==> config.mk <==
export PLATFORM = sky130hd
export DESIGN_NAME = control_sequencer_flat
export DESIGN_NICKNAME = d
export VERILOG_FILES = /design/src/rtl/control_pkg.sv /design/src/rtl/control_sequencer_if.sv /design/src/rtl/ctrl_down_counter.sv /design/src/rtl/control_sequencer.sv /design/src/flat_wrapper.sv
export SDC_FILE = /design/constraint.sdc
export NUM_CORES = 1
export LEC_CHECK = 0
export ABC_CLOCK_PERIOD_IN_PS = 1600
export BUFFER_PORTS_ARGS = -buffer_cell sky130_fd_sc_hd__clkbuf_2
export CELL_PAD_IN_SITES_DETAIL_PLACEMENT = 0
export CELL_PAD_IN_SITES_GLOBAL_PLACEMENT = 1
export CORE_ASPECT_RATIO = 1.2
export CORE_UTILIZATION = 32
export CTS_CLUSTER_SIZE = 12
export DETAILED_ROUTE_END_ITERATION = 8
export GPL_TIMING_DRIVEN = 1
export PLACE_DENSITY_LB_ADDON = 0.1
export SLEW_MARGIN = 10
export SYNTH_ARGS = -nofsm -noshare
export SYNTH_HDL_FRONTEND = slang
export SYNTH_SLANG_ARGS = --single-unit
==> constraint.sdc <==
create_clock -name clk -period 1.6 [get_ports clk]
set_clock_uncertainty 0.05 [all_clocks]
set_input_delay 0.08 -clock clk [delete_from_list [all_inputs] [get_ports clk]]
set_output_delay 0.08 -clock clk [all_outputs]
set_load 0.02 [all_outputs]
==> src/rtl/control_pkg.sv <==
// Shared control types for the vgacpu sequencer, fetch unit and decoder.
package control_pkg;

  typedef enum logic [2:0] {
    INIT    = 3'd0,
    FETCH   = 3'd1,
    DECODE  = 3'd2,
    MEM_RD  = 3'd3,
    MEM_WR  = 3'd4,
    EXECUTE = 3'd5,
    HALT    = 3'd6
  } state_t;

  typedef enum logic [1:0] {
    MC_NONE  = 2'b00,
    MC_READ  = 2'b01,
    MC_WRITE = 2'b10,
    MC_HALT  = 2'b11
  } mem_class_t;

  // State entered when DECODE completes, chosen by the decoded memory class.
  function automatic state_t class_target(input mem_class_t mc);
    state_t target;
    case (mc)
      MC_READ:  target = MEM_RD;
      MC_WRITE: target = MEM_WR;
      MC_HALT:  target = HALT;
      default:  target = EXECUTE;
    endcase
    return target;
  endfunction

endpackage

==> src/rtl/control_sequencer_if.sv <==
// Handshake and strobe bundle between the control sequencer and the fetch unit,
// decoder, data-memory port and datapath.
interface control_sequencer_if #(
  parameter int FETCH_WORDS_MAX = 3,
  parameter int EXEC_CNT_W      = 4,
  parameter int IDX_W           = $clog2(FETCH_WORDS_MAX + 1)
);

  logic                  stall;
  logic                  fetch_valid;
  logic [IDX_W-1:0]      instr_len;
  logic [1:0]            mem_class;
  logic [EXEC_CNT_W-1:0] exec_cycles;
  logic                  mem_ack;

  logic                  fetch_req;
  logic [IDX_W-1:0]      fetch_word_idx;
  logic                  ir_load;
  logic                  pc_inc;
  logic                  mem_req;
  logic                  mem_we;
  logic                  rf_we;
  logic                  halted;

  modport master (
    input  stall, fetch_valid, instr_len, mem_class, exec_cycles, mem_ack,
    output fetch_req, fetch_word_idx, ir_load, pc_inc, mem_req, mem_we, rf_we, halted
  );

  modport slave (
    output stall, fetch_valid, instr_len, mem_class, exec_cycles, mem_ack,
    input  fetch_req, fetch_word_idx, ir_load, pc_inc, mem_req, mem_we, rf_we, halted
  );

endinterface

==> src/rtl/ctrl_down_counter.sv <==
// Loadable down counter with a zero flag; it saturates at zero instead of wrapping.
module ctrl_down_counter #(
  parameter int W = 4
) (
  input  logic         clk,
  input  logic         rst_sync,
  input  logic         load,
  input  logic         dec,
  input  logic [W-1:0] load_val,
  output logic         zero
);

  logic [W-1:0] count;

  always_ff @(posedge clk) begin
    if (rst_sync) begin
      count <= '0;
    end else if (load) begin
      count <= load_val;
    end else if (dec && (count != '0)) begin
      count <= count - W'(1);
    end
  end

  assign zero = (count == '0);

endmodule

==> src/rtl/control_sequencer.sv <==
// Multicycle control FSM for the vgacpu core: variable-length fetch, decode,
// handshaked data access, variable-length execute, global stall and terminal halt.
module control_sequencer
  import control_pkg::*;
#(
  parameter int FETCH_WORDS_MAX = 3,
  parameter int EXEC_CNT_W      = 4
) (
  input  logic                clk,
  input  logic                rst_sync,
  control_sequencer_if.master bus,
  output state_t              state_o
);

  localparam int IDX_W = $clog2(FETCH_WORDS_MAX + 1);

  state_t           state_q, state_d;
  logic [IDX_W-1:0] idx_q, idx_d;
  logic [IDX_W-1:0] len_q, len_d;
  logic [IDX_W-1:0] first_len, cur_len;
  logic             accept, last_word;
  logic             cnt_load, cnt_dec, cnt_zero;

  logic             fetch_req, ir_load, mem_req, mem_we, rf_we, halted;
  logic [IDX_W-1:0] word_idx;

  // A zero length still fetches one word; over-long lengths are cut to the IR size.
  function automatic logic [IDX_W-1:0] clamp_len(input logic [IDX_W-1:0] raw);
    logic [IDX_W-1:0] res;
    res = raw;
    if (raw == '0) begin
      res = IDX_W'(1);
    end else if (raw > IDX_W'(FETCH_WORDS_MAX)) begin
      res = IDX_W'(FETCH_WORDS_MAX);
    end
    return res;
  endfunction

  // Word 0 has to use the decoder's length directly, before it is latched.
  assign accept    = (state_q == FETCH) && bus.fetch_valid && !bus.stall;
  assign first_len = clamp_len(bus.instr_len);
  assign cur_len   = (idx_q == '0) ? first_len : len_q;
  assign last_word = (idx_q == (cur_len - IDX_W'(1)));

  ctrl_down_counter #(
    .W(EXEC_CNT_W)
  ) u_exec_cnt (
    .clk      (clk),
    .rst_sync (rst_sync),
    .load     (cnt_load),
    .dec      (cnt_dec),
    .load_val (bus.exec_cycles),
    .zero     (cnt_zero)
  );

  always_comb begin
    state_d  = state_q;
    idx_d    = idx_q;
    len_d    = len_q;
    cnt_load = 1'b0;
    cnt_dec  = 1'b0;
    case (state_q)
      INIT: state_d = FETCH;
      FETCH: begin
        if (accept) begin
          if (idx_q == '0) begin
            len_d = first_len;
          end
          if (last_word) begin
            state_d = DECODE;
            idx_d   = '0;
          end else begin
            idx_d = idx_q + IDX_W'(1);
          end
        end
      end
      DECODE: begin
        if (!bus.stall) begin
          cnt_load = 1'b1;
          state_d  = class_target(mem_class_t'(bus.mem_class));
        end
      end
      // Memory accesses run to completion regardless of stall.
      MEM_RD, MEM_WR: begin
        if (bus.mem_ack) begin
          state_d = EXECUTE;
        end
      end
      EXECUTE: begin
        if (!bus.stall) begin
          if (cnt_zero) begin
            state_d = FETCH;
          end else begin
            cnt_dec = 1'b1;
          end
        end
      end
      HALT: state_d = HALT;
      default: begin
        state_d = INIT;
        idx_d   = '0;
        len_d   = '0;
      end
    endcase
  end

  always_comb begin
    fetch_req = 1'b0;
    word_idx  = '0;
    ir_load   = 1'b0;
    mem_req   = 1'b0;
    mem_we    = 1'b0;
    rf_we     = 1'b0;
    halted    = 1'b0;
    case (state_q)
      FETCH: begin
        fetch_req = 1'b1;
        word_idx  = idx_q;
        ir_load   = accept;
      end
      MEM_RD: mem_req = 1'b1;
      MEM_WR: begin
        mem_req = 1'b1;
        mem_we  = 1'b1;
      end
      EXECUTE: rf_we = !bus.stall && cnt_zero;
      HALT:    halted = 1'b1;
      default: ;
    endcase
  end

  always_ff @(posedge clk) begin
    if (rst_sync) begin
      state_q <= INIT;
      idx_q   <= '0;
      len_q   <= '0;
    end else begin
      state_q <= state_d;
      idx_q   <= idx_d;
      len_q   <= len_d;
    end
  end

  assign bus.fetch_req      = fetch_req;
  assign bus.fetch_word_idx = word_idx;
  assign bus.ir_load        = ir_load;
  assign bus.pc_inc         = ir_load;
  assign bus.mem_req        = mem_req;
  assign bus.mem_we         = mem_we;
  assign bus.rf_we          = rf_we;
  assign bus.halted         = halted;
  assign state_o            = state_q;

endmodule

==> src/flat_wrapper.sv <==
// flat-port wrapper written by rule: the top's interface ports become plain ports
module control_sequencer_flat import control_pkg::*;
#(
  parameter int FETCH_WORDS_MAX = 3,
  parameter int EXEC_CNT_W      = 4
)
  (clk, rst_sync, state_o, bus_stall, bus_fetch_valid, bus_instr_len, bus_mem_class, bus_exec_cycles, bus_mem_ack, bus_fetch_req, bus_fetch_word_idx, bus_ir_load, bus_pc_inc, bus_mem_req, bus_mem_we, bus_rf_we, bus_halted);
  control_sequencer_if #(.FETCH_WORDS_MAX(FETCH_WORDS_MAX), .EXEC_CNT_W(EXEC_CNT_W)) bus_i ();
  input  logic clk;
  input  logic rst_sync;
  output state_t state_o;
  input wire logic [$bits(bus_i.stall)-1:0] bus_stall;
  input wire logic [$bits(bus_i.fetch_valid)-1:0] bus_fetch_valid;
  input wire logic [$bits(bus_i.instr_len)-1:0] bus_instr_len;
  input wire logic [$bits(bus_i.mem_class)-1:0] bus_mem_class;
  input wire logic [$bits(bus_i.exec_cycles)-1:0] bus_exec_cycles;
  input wire logic [$bits(bus_i.mem_ack)-1:0] bus_mem_ack;
  output wire logic [$bits(bus_i.fetch_req)-1:0] bus_fetch_req;
  output wire logic [$bits(bus_i.fetch_word_idx)-1:0] bus_fetch_word_idx;
  output wire logic [$bits(bus_i.ir_load)-1:0] bus_ir_load;
  output wire logic [$bits(bus_i.pc_inc)-1:0] bus_pc_inc;
  output wire logic [$bits(bus_i.mem_req)-1:0] bus_mem_req;
  output wire logic [$bits(bus_i.mem_we)-1:0] bus_mem_we;
  output wire logic [$bits(bus_i.rf_we)-1:0] bus_rf_we;
  output wire logic [$bits(bus_i.halted)-1:0] bus_halted;
  assign bus_i.stall = bus_stall;
  assign bus_i.fetch_valid = bus_fetch_valid;
  assign bus_i.instr_len = bus_instr_len;
  assign bus_i.mem_class = bus_mem_class;
  assign bus_i.exec_cycles = bus_exec_cycles;
  assign bus_i.mem_ack = bus_mem_ack;
  assign bus_fetch_req = bus_i.fetch_req;
  assign bus_fetch_word_idx = bus_i.fetch_word_idx;
  assign bus_ir_load = bus_i.ir_load;
  assign bus_pc_inc = bus_i.pc_inc;
  assign bus_mem_req = bus_i.mem_req;
  assign bus_mem_we = bus_i.mem_we;
  assign bus_rf_we = bus_i.rf_we;
  assign bus_halted = bus_i.halted;
  control_sequencer #(.FETCH_WORDS_MAX(FETCH_WORDS_MAX), .EXEC_CNT_W(EXEC_CNT_W)) u_core (.clk(clk), .rst_sync(rst_sync), .bus(bus_i), .state_o(state_o));
endmodule
==> results by group <==
Final layout
  – Post-Layout Inst Area: 0.00120 mm^2
  – Most common cell after layout, fill and taps aside: clkbuf_2
  – Filler cells: between 200 and 300
  – Antenna diodes: 0
  – Nets: 170
  – Syn-to-layout area delta: 42.6%
  – Area occupied by multi-input gates: 594 um^2
  – Most frequent cells in the layout: clkbuf_2 (22), buf_4 (21), nor2_1 (9), a21oi_1 (9), nand2_1 (8)
  – Share of layout cells above drive strength 1: 0.416
  – Storage cell area: 225 um^2

Floorplanning
  – Die area: 0.00285 mm^2
  – Core outline area: 0.00253 mm^2
  – Row cnt: 20
  – DIE HEIGHT: 58.2 um
  – Die Span X: 48.9 um
  – Top Ports: 25
  – Initial Util: 0.334

Global route
  – GRT Overall Usage: 0.162
  – Grt ovf: 0
  – Pin count of the biggest net entering global routing: 11
  – Initial antenna violation count: 0
  – Vias in the first global route: 873
  – First-pass GRT wire length: 3.57 mm

Synthesis
  – Synth warn: 0
  – Post-synth cell types: 41
  – Synth area leader: dfxtp_1
  – Post-Synthesis Cell Area: 843 um^2
  – Synth top area share: 0.261
  – Sequential area share after synthesis: 0.261
  – Top post-synthesis cells by area: dfxtp_1 (26%), a21oi_1 (5.3%), o21ai_0 (4.2%)
  – Post-Syn Instances: about 110
  – Avg Cell Area, Syn: 7.60 um^2
  – Mapped Nets: 126
  – Flop and latch count out of synthesis: 11

Power and ir drop
  – Net Sw Power: about 630 uW
  – Switching Share: 0.426
  – Cell Int Power: 847 uW
  – Logic gate share of total power: 0.579
  – Leak: 0.492 nW
  – Clock power share: 0.128
  – Pwr Density: ~1200 mW/mm^2
  – Max VDD drop: between 0.0006 and 0.0007 V
  – Seq pwr share: 0.293
  – Total Power: 1.47 mW

Detailed routing
  – Avg WL per Cell: 11.9 um
  – DR DRC count: 0
  – Pre-Repair DR Iteration Count: 4
  – Routed WL: 2.22 mm
  – Via density: roughly 5
  – DR vias: 960
  – DRT antenna net count: 0
  – 1st-iter DRT viols: 12

STA
  – Max-slew violations: 0
  – Setup TNS: 0 ps
  – Fmax: 639 MHz
  – WHS: roughly 27 ps
  – Final setup vio count: 0
  – Final worst slack: 35.4 ps
  – Min Tclk post-route: 1560 ps
  – Slew at the pin closest to its max-slew limit: 374 ps
  – Final count of hold timing violations: 0
  – RSZ-0062 raised after global routing: yes
  – Worst slew margin: 0.747
  – Tcrit/Tclk final: 0.978

Place
  – DP Worst Slack: 42.5 ps
  – DP Area: 0.00109 mm^2
  – RD Place Congestion: 0.823
  – IO buf count: 24
  – DP HPWL: 1.65 mm

Clocking
  – Worst-case clock buffer depth: 2
  – Htree depth: 1
  – Reg clk slew, reported paths: ~70 ps
  – CTS buffer count: 3
  – Sink Count: 11
  – CTS tree: built
  – Root Buffer: clkbuf_4
  – Clock Latency Late Sink: 270 ps

Critical path
  – Kind of critical path: reg -> out
  – CP required: 1470 ps
  – Critical path capture point type: primary output
  – Worst setup SP type: register
  – WP data arrival: ~1400 ps
  – CP Max Fanout: 4

Run
  – MaxCap Viol Count: 0

Status
  – Outcome: finished, final reports clean

Worst hold path
  – Min-delay worst type: in -> reg
[registers in the layout, indices dropped and copies added (netlist names)]
register                 cells
u_core.u_exec_cnt.count      4
u_core.state_o               3
u_core.len_q                 2
u_core.idx_q                 2
[what timing repair did]
item                                   in CTS  in global routing
setup endpoints to repair                   3                 10
hold buffers                                1                  0
setup buffers                               3                  2
pin swaps                                   2                  3
cloned                                      0                  0
gates resized for setup                     9                  7
endpoints found under the hold margin       1                  0
[power groups by stage]
stage,Combinational [mW],Clock [mW],Sequential [mW]
floorplan,0.470,0,0.412
global placement,0.761,0,0.426
detailed placement,0.762,0,0.425
CTS,0.830,0.197,0.424
global route,0.938,0.213,0.441
finish,0.853,0.189,0.432
[metrics by stage]
step | util | cells
2_1_floorplan | - | 111
3_3_place_gp | 0.430 | 177
3_5_place_dp | 0.430 | 177
4_1_cts | 0.462 | 185
5_1_grt | 0.476 | 187
6_report | 0.476 | 187
[kinds of logic after synthesis]
logic type / synth area share
buffers and inverters: 0.0712
adder cells (fa/ha/maj): 0.0297
flip-flops: 0.261
AND/OR/NAND/NOR: 0.358
AO/OA/AOI/OAI: 0.249
XOR/XNOR: 0.0312
[cells in the mapped netlist, drive strengths merged]
library cell   n
ha             2
a21oi          9
a311oi         2
o31ai          1
o22ai          1
a211o          2
o311a          1
o211ai         1
or2            1
xor2           1
a311o          1
a41oi          1
nand2b         4
nor4b          2
buf            4
a211oi         4
nand3          6
or3            1
nand4bb        1
nor3b          1
clkbuf         2
nand4b         1
and2           3
inv            8
and4           1
nor2b          4
nor2           9
a31oi          1
nor4           1
dfxtp         11
or3b           1
nor3           2
o311ai         1
and3           1
xnor2          2
o21ai          7
and4bb         1
nand2          8
nand4          1
[worst paths after layout]
| path | from | to | slack [ps] | depth (start not counted) |
|---|---|---|---|---|
| worst max register to register | u_core.u_exec_cnt.count[1] | u_core.state_o[2] | 80 | 6 |
| worst min register to register | u_core.len_q[1] | u_core.len_q[1] | 450 | 2 |
| worst min-delay path | bus_exec_cycles[3] | u_core.u_exec_cnt.count[3] | 30 | 3 |
| worst max-delay path | u_core.u_exec_cnt.count[0] | bus_rf_we | 40 | 5 |
[critical path, cell delays in order, from the launching register on]
cell and delay, ps:
dfxtp_2 330, inv_2 70, ha_4 130, or3b_4 390
nor2b_1 120, buf_4 150
[routing by layer]
| layer | vias up | global-route usage | routed length [um] |
|---|---|---|---|
| met5 | - | 0 | 0 |
| met4 | 0 | 0.0294 | 12 |
| met3 | 2 | 0.0472 | 64 |
| met2 | 12 | 0.312 | 1180 |
| met1 | 454 | 0.177 | 963 |
| li1 | 492 | - | - |
[layout make-up]
type	instances	area share
Clock buffer	4	0.0219
Inverter	8	0.0250
Multi-Input combinational cell	86	0.494
Sequential cell	11	0.187
Tap cell	33	0.0343
Timing Repair Buffer	45	0.237
No activity file was read; power rests on OpenSTA's default activity.
